[config.mk]
export PLATFORM = sky130hd
export DESIGN_NAME = alu_issue_unit
export DESIGN_NICKNAME = d
export VERILOG_FILES = /design/src/rtl/alu_issue_unit.sv
export SDC_FILE = /design/constraint.sdc
export NUM_CORES = 2
export LEC_CHECK = 0
export CORE_MARGIN = 8
export CORE_UTILIZATION = 48
export CTS_CLUSTER_SIZE = 30
export DETAILED_ROUTE_END_ITERATION = 8
export GPL_TIMING_DRIVEN = 0
export SETUP_SLACK_MARGIN = 0.02
export SYNTH_ARGS = -nofsm -noshare
export SYNTH_HDL_FRONTEND = slang
export SYNTH_SLANG_ARGS = --single-unit
[constraint.sdc]
create_clock -name clk -period 4 [get_ports clk]
set_input_delay 0.6 -clock clk [delete_from_list [all_inputs] [get_ports clk]]
set_output_delay 0.6 -clock clk [all_outputs]
set_load 0.03 [all_outputs]
[src/rtl/alu_issue_unit.sv]
// Issue front end for a combinational RV32I ALU subset: accepts one instruction,
// reads operands from a 32x32 register file, drives the ALU and writes the result back.
module alu_issue_unit #(
    parameter int XLEN  = 32,
    parameter int NREGS = 32
) (
    input  logic            clk,
    input  logic            rst,
    input  logic            instr_valid,
    input  logic [31:0]     instr,
    output logic            instr_ready,
    output logic [4:0]      alu_fun,
    output logic [XLEN-1:0] alu_in1,
    output logic [XLEN-1:0] alu_in2,
    input  logic [XLEN-1:0] alu_res,
    output logic            wb_valid,
    output logic [4:0]      wb_rd,
    output logic [XLEN-1:0] wb_data,
    output logic            illegal,
    input  logic [4:0]      dbg_addr,
    output logic [XLEN-1:0] dbg_data
);

    localparam logic [4:0] FN_ADD  = 5'd0;
    localparam logic [4:0] FN_SUB  = 5'd1;
    localparam logic [4:0] FN_SLL  = 5'd2;
    localparam logic [4:0] FN_XOR  = 5'd3;
    localparam logic [4:0] FN_OR   = 5'd4;
    localparam logic [4:0] FN_ADDI = 5'd5;
    localparam logic [4:0] FN_SLLI = 5'd6;
    localparam logic [4:0] FN_SLTI = 5'd7;
    localparam logic [4:0] FN_ORI  = 5'd8;
    localparam logic [4:0] FN_ANDI = 5'd9;
    localparam logic [4:0] FN_LUI  = 5'd10;

    localparam logic [6:0] OP_R   = 7'b0110011;
    localparam logic [6:0] OP_I   = 7'b0010011;
    localparam logic [6:0] OP_LUI = 7'b0110111;

    typedef enum logic [1:0] {IDLE, DECODE, EXEC, WB} state_t;

    state_t state, state_next;

    logic [XLEN-1:0] rf [NREGS];

    logic [6:0]      opcode;
    logic [2:0]      funct3;
    logic [6:0]      funct7;
    logic            dec_legal;
    logic            dec_is_r;
    logic            dec_is_lui;
    logic [4:0]      dec_fun;
    logic [XLEN-1:0] dec_imm;

    logic            op_legal;
    logic            op_is_r;
    logic            op_is_lui;
    logic [4:0]      op_rs1;
    logic [4:0]      op_rs2;
    logic [4:0]      op_rd;
    logic [XLEN-1:0] op_imm;

    assign opcode = instr[6:0];
    assign funct3 = instr[14:12];
    assign funct7 = instr[31:25];

    // Decoding straight off the handshake lets alu_fun settle during DECODE,
    // a cycle ahead of the operands.
    always_comb begin
        dec_legal  = 1'b0;
        dec_is_r   = 1'b0;
        dec_is_lui = 1'b0;
        dec_fun    = FN_ADD;
        dec_imm    = {{(XLEN-12){instr[31]}}, instr[31:20]};
        case (opcode)
            OP_R: begin
                dec_is_r = 1'b1;
                case ({funct7, funct3})
                    {7'b0000000, 3'b000}: begin dec_legal = 1'b1; dec_fun = FN_ADD; end
                    {7'b0100000, 3'b000}: begin dec_legal = 1'b1; dec_fun = FN_SUB; end
                    {7'b0000000, 3'b001}: begin dec_legal = 1'b1; dec_fun = FN_SLL; end
                    {7'b0000000, 3'b100}: begin dec_legal = 1'b1; dec_fun = FN_XOR; end
                    {7'b0000000, 3'b110}: begin dec_legal = 1'b1; dec_fun = FN_OR;  end
                    default: ;
                endcase
            end
            OP_I: begin
                case (funct3)
                    3'b000: begin dec_legal = 1'b1; dec_fun = FN_ADDI; end
                    3'b001: begin
                        dec_legal = (funct7 == 7'b0000000);
                        dec_fun   = FN_SLLI;
                        dec_imm   = XLEN'(instr[24:20]);
                    end
                    3'b010: begin dec_legal = 1'b1; dec_fun = FN_SLTI; end
                    3'b110: begin dec_legal = 1'b1; dec_fun = FN_ORI;  end
                    3'b111: begin dec_legal = 1'b1; dec_fun = FN_ANDI; end
                    default: ;
                endcase
            end
            OP_LUI: begin
                dec_legal  = 1'b1;
                dec_is_lui = 1'b1;
                dec_fun    = FN_LUI;
                dec_imm    = XLEN'({instr[31:12], 12'h000});
            end
            default: ;
        endcase
    end

    always_ff @(posedge clk) begin
        if (rst) state <= IDLE;
        else     state <= state_next;
    end

    always_comb begin
        state_next  = state;
        instr_ready = 1'b0;
        case (state)
            IDLE: begin
                instr_ready = 1'b1;
                if (instr_valid) state_next = DECODE;
            end
            DECODE:  state_next = op_legal ? EXEC : IDLE;
            EXEC:    state_next = WB;
            WB:      state_next = IDLE;
            default: state_next = IDLE;
        endcase
    end

    always_ff @(posedge clk) begin
        if (rst) begin
            alu_fun   <= FN_ADD;
            alu_in1   <= '0;
            alu_in2   <= '0;
            wb_valid  <= 1'b0;
            wb_rd     <= '0;
            wb_data   <= '0;
            illegal   <= 1'b0;
            op_legal  <= 1'b0;
            op_is_r   <= 1'b0;
            op_is_lui <= 1'b0;
            op_rs1    <= '0;
            op_rs2    <= '0;
            op_rd     <= '0;
            op_imm    <= '0;
            for (int unsigned i = 0; i < NREGS; i++) rf[i] <= '0;
        end else begin
            wb_valid <= (state == EXEC);
            illegal  <= (state == DECODE) && !op_legal;

            if (state == IDLE && instr_valid) begin
                op_legal  <= dec_legal;
                op_is_r   <= dec_is_r;
                op_is_lui <= dec_is_lui;
                op_rs1    <= instr[19:15];
                op_rs2    <= instr[24:20];
                op_rd     <= instr[11:7];
                op_imm    <= dec_imm;
                if (dec_legal) alu_fun <= dec_fun;
            end

            if (state == DECODE && op_legal) begin
                alu_in1 <= op_is_lui ? '0 : rf[op_rs1];
                alu_in2 <= op_is_r ? rf[op_rs2] : op_imm;
            end

            if (state == EXEC) begin
                wb_rd   <= op_rd;
                wb_data <= alu_res;
            end

            // Commit at the end of WB so a debug read of rd shows the old value during WB.
            if (state == WB && wb_rd != '0) rf[wb_rd] <= wb_data;
        end
    end

    always_comb begin
        dbg_data = (dbg_addr == '0) ? '0 : rf[dbg_addr];
    end

endmodule

==> results_dict.tcl <==
set metrics [dict create \
    peakVddDrop_mv 0.3367 \
    totalWireLength_mm 338.3 \
    cts-htree-levels 4 \
    yosys_warnings 0 \
    nFillCells 11501 \
    finalSetupTns_ps -3896 \
    setup_viol 57 \
    r2r_slack_ps -260 \
    start_util 0.4833 \
    critical_path_class "reg2reg" \
    drive_gt1_frac 0.2687 \
    fin_cells 7008 \
    hp-start "alu_res[21]" \
    grt_pass1_vias 49423 \
    min_period_ps 4259 \
    core.rowCount 138 \
    overflow 0 \
    vias 52600 \
    placed_cell_area_mm2 0.07348 \
    cts_num_sinks 1193 \
    viasPerCell 7.506 \
    fin_ws_ps -259.1 \
    antenna_found_initial 36 \
    hold_path.class "in2reg" \
    die_area_mm2 0.1547 \
    ys_ff_latch 1193 \
    reg2reg_to "alu_in2[24]" \
    fin_nets 5053 \
    max_cap_viol_count 18 \
    slew_violations 201 \
    die_w_um 393.3 \
    cellPowerDensity_mw_per_mm2 404.8 \
    cp_max_fo 10 \
    route.detailed.drc 0 \
    clk_pin_slew_worst_paths_ps 60 \
    holdBufCountCts 0 \
    cts-root-buf "clkbuf_16" \
    ios 213 \
    synth_enable_flop_cells 1024 \
    ys.flop_type "edfxtp_1" \
    antenna_left 0 \
    syn_inst 4577 \
    hold_viol 0 \
    synth.area.top_cells "edfxtp_1, mux4_2, and2_1" \
    synth_top_area_share 0.4500 \
    die_y_um 393.3 \
    cp.arrival_ps 4970 \
    end_kind "flop" \
    status "finished with violations" \
    grt_max_degree 33 \
    cts_buffer_depth 3 \
    rr_worst_depth 9 \
    tightestPinTransition_ps 1736 \
    synth.avg_cell_area_um2 14.93 \
    post_drt_wl_per_cell_um 48.28 \
    yosysUniqueCellTypes 53 \
    syn_to_final_growth_pct 14.86 \
    crit_end "alu_in2[24]" \
    syn-cell-area_mm2 0.06834 \
    rsz0062_at_grt "no" \
    drt-initial-drc-count 10351 \
    fmax_mhz 234.8 \
    critPathLaunchType "flop" \
    place_ws_ps -1667 \
    slew_headroom -0.1573 \
    grt_pass1_wl_mm 441.8 \
    clock_latency_ps 830 \
    async_reset_ff_frac 0 \
    p_leak_nw 26.49 \
    port_buffers 205 \
    place_congestion 1.031 \
    dr.pass1.iters 6 \
    cts_tree "done" \
    dp.cells 6727 \
    yosysSeqAreaShare 0.4995 \
    fin_area_mm2 0.07850 \
    core-area_mm2 0.1414 \
    cts_post_setup_buffers_inserted 0 \
    violations "capacitance limit, slew limit, setup timing" \
    period_share 1.065 \
    required_ps 4710 \
    track_usage 0.4239 \
    place_hpwl_mm 229.6 \
    synth_largest_area_cell "edfxtp_1" \
    numCtsBuffers 138 \
    fin_skew_ps 34.19 \
]
==> stage by stage <==
step / hold slack (ps) / utilization / total power, mW
after floorplan: 432.1 / - / 16.79
after global placement: 448.5 / 0.5153 / 18.70
after detailed placement: 452.0 / 0.5196 / 18.79
after CTS: 301.9 / 0.5535 / 31.35
after global routing: 341.7 / 0.5547 / 32.03
final: 324.9 / 0.5551 / 31.77
==> cells in the mapped netlist, types with 32 or more instances <==
library cell,instances
edfxtp_1,1024
and2_1,996
mux4_2,830
clkbuf_1,363
dfxtp_1,169
a22oi_1,151
nor2_1,151
nand2_1,128
mux2i_1,125
a21oi_1,86
buf_2,69
mux2_2,49
nand3_1,43
nand2b_1,39
buf_1,34
buf_4,34
nor2b_1,34
a221oi_1,33
or2_2,33
a311oi_1,32
==> cell type report <==
class / instances / area (um2) / share of cell area
Antenna cell: 24 / 60.06 / 0.0007651
Buffer: 521 / 2710 / 0.03453
Clock buffer: 193 / 3950 / 0.05032
Clock inverter: 60 / 524.3 / 0.006679
Inverter: 1 / 3.754 / 0.00004782
Multi-Input combinational cell: 2894 / 32140 / 0.4095
Sequential cell: 1193 / 34130 / 0.4348
Tap cell: 1890 / 2365 / 0.03013
Timing Repair Buffer: 232 / 2610 / 0.03325
==> routing by layer <==
layer	wire, um	up-vias	track usage
met3	59530	1513	0.2223
met1	110400	26549	0.5065
met5	644	-	0.01477
met4	28870	36	0.2858
li1	-	18867	-
met2	138900	5635	0.5911
==> power breakdown <==
group	total [mW]	internal, mW	leakage [nW]	switching (mW)
Clock	13.0	7.41	2.20	5.54
Combinational	4.61	1.76	12.4	2.85
Sequential	14.2	13.9	11.9	0.318
Total	31.8	23.1	26.5	8.71
==> worst min path at each step <==
stage,to,slack [ps],cells after the start
finish,wb_data[21],320,3
global placement,wb_rd[4],450,2
detailed placement,wb_rd[4],450,2
floorplan,wb_rd[3],430,2
CTS,wb_data[21],300,3
global route,wb_data[5],340,3
==> repair_timing <==
action / in CTS / in global routing
setup endpoints to repair: 56 / 33
pin swaps: 1 / 0
resized for setup: 192 / 36
==> critical path, stage by stage, from the launching register on <==
cell       delay [ps]
dfxtp_1           300
buf_4             210
buf_6             200
nor2b_1           120
buf_1             410
clkbuf_1         1150
a22oi_1           370
o211ai_1          200
o2111ai_1         660
a311oi_1          460
==> state kept, by name, indices dropped and copies added (netlist names), 5 cells and up, named ones only <==
| name | count |
|---|---|
| op_imm | 32 |
| op_rs1 | 5 |
| op_rs2 | 5 |
| alu_in1 | 32 |
| rf | 1024 |
| wb_rd | 5 |
| alu_in2 | 32 |
| wb_data | 32 |
| op_rd | 5 |
==> cell families after synthesis <==
logic type / Yosys count / share of synthesized area
AND/OR/NAND/NOR: 1454 / 0.1226
flip-flops: 1193 / 0.4995
multiplexers: 1005 / 0.3003
buffers and inverters: 522 / 0.03418
AO/OA/AOI/OAI: 402 / 0.04337
other: 1 / 0.00005487
==> cell usage in the layout (no fill, tap or decap), types with 37 or more instances in the layout <==
| master | Yosys | routed |
|---|---|---|
| a22oi_1 | 151 | 151 |
| and2_1 | 996 | 996 |
| nand2b_1 | 39 | 39 |
| clkdlybuf4s50_1 | 0 | 173 |
| buf_2 | 69 | 62 |
| clkbuf_16 | 0 | 146 |
| clkbuf_1 | 363 | 337 |
| edfxtp_1 | 1024 | 1024 |
| clkbuf_2 | 0 | 37 |
| dfxtp_1 | 169 | 169 |
| nand3_1 | 43 | 43 |
| a21oi_1 | 86 | 86 |
| mux2i_1 | 125 | 120 |
| mux4_2 | 830 | 830 |
| mux2_2 | 49 | 49 |
| nand2_1 | 128 | 128 |
| nor2_1 | 151 | 147 |
(Power assumes the default switching activity.)
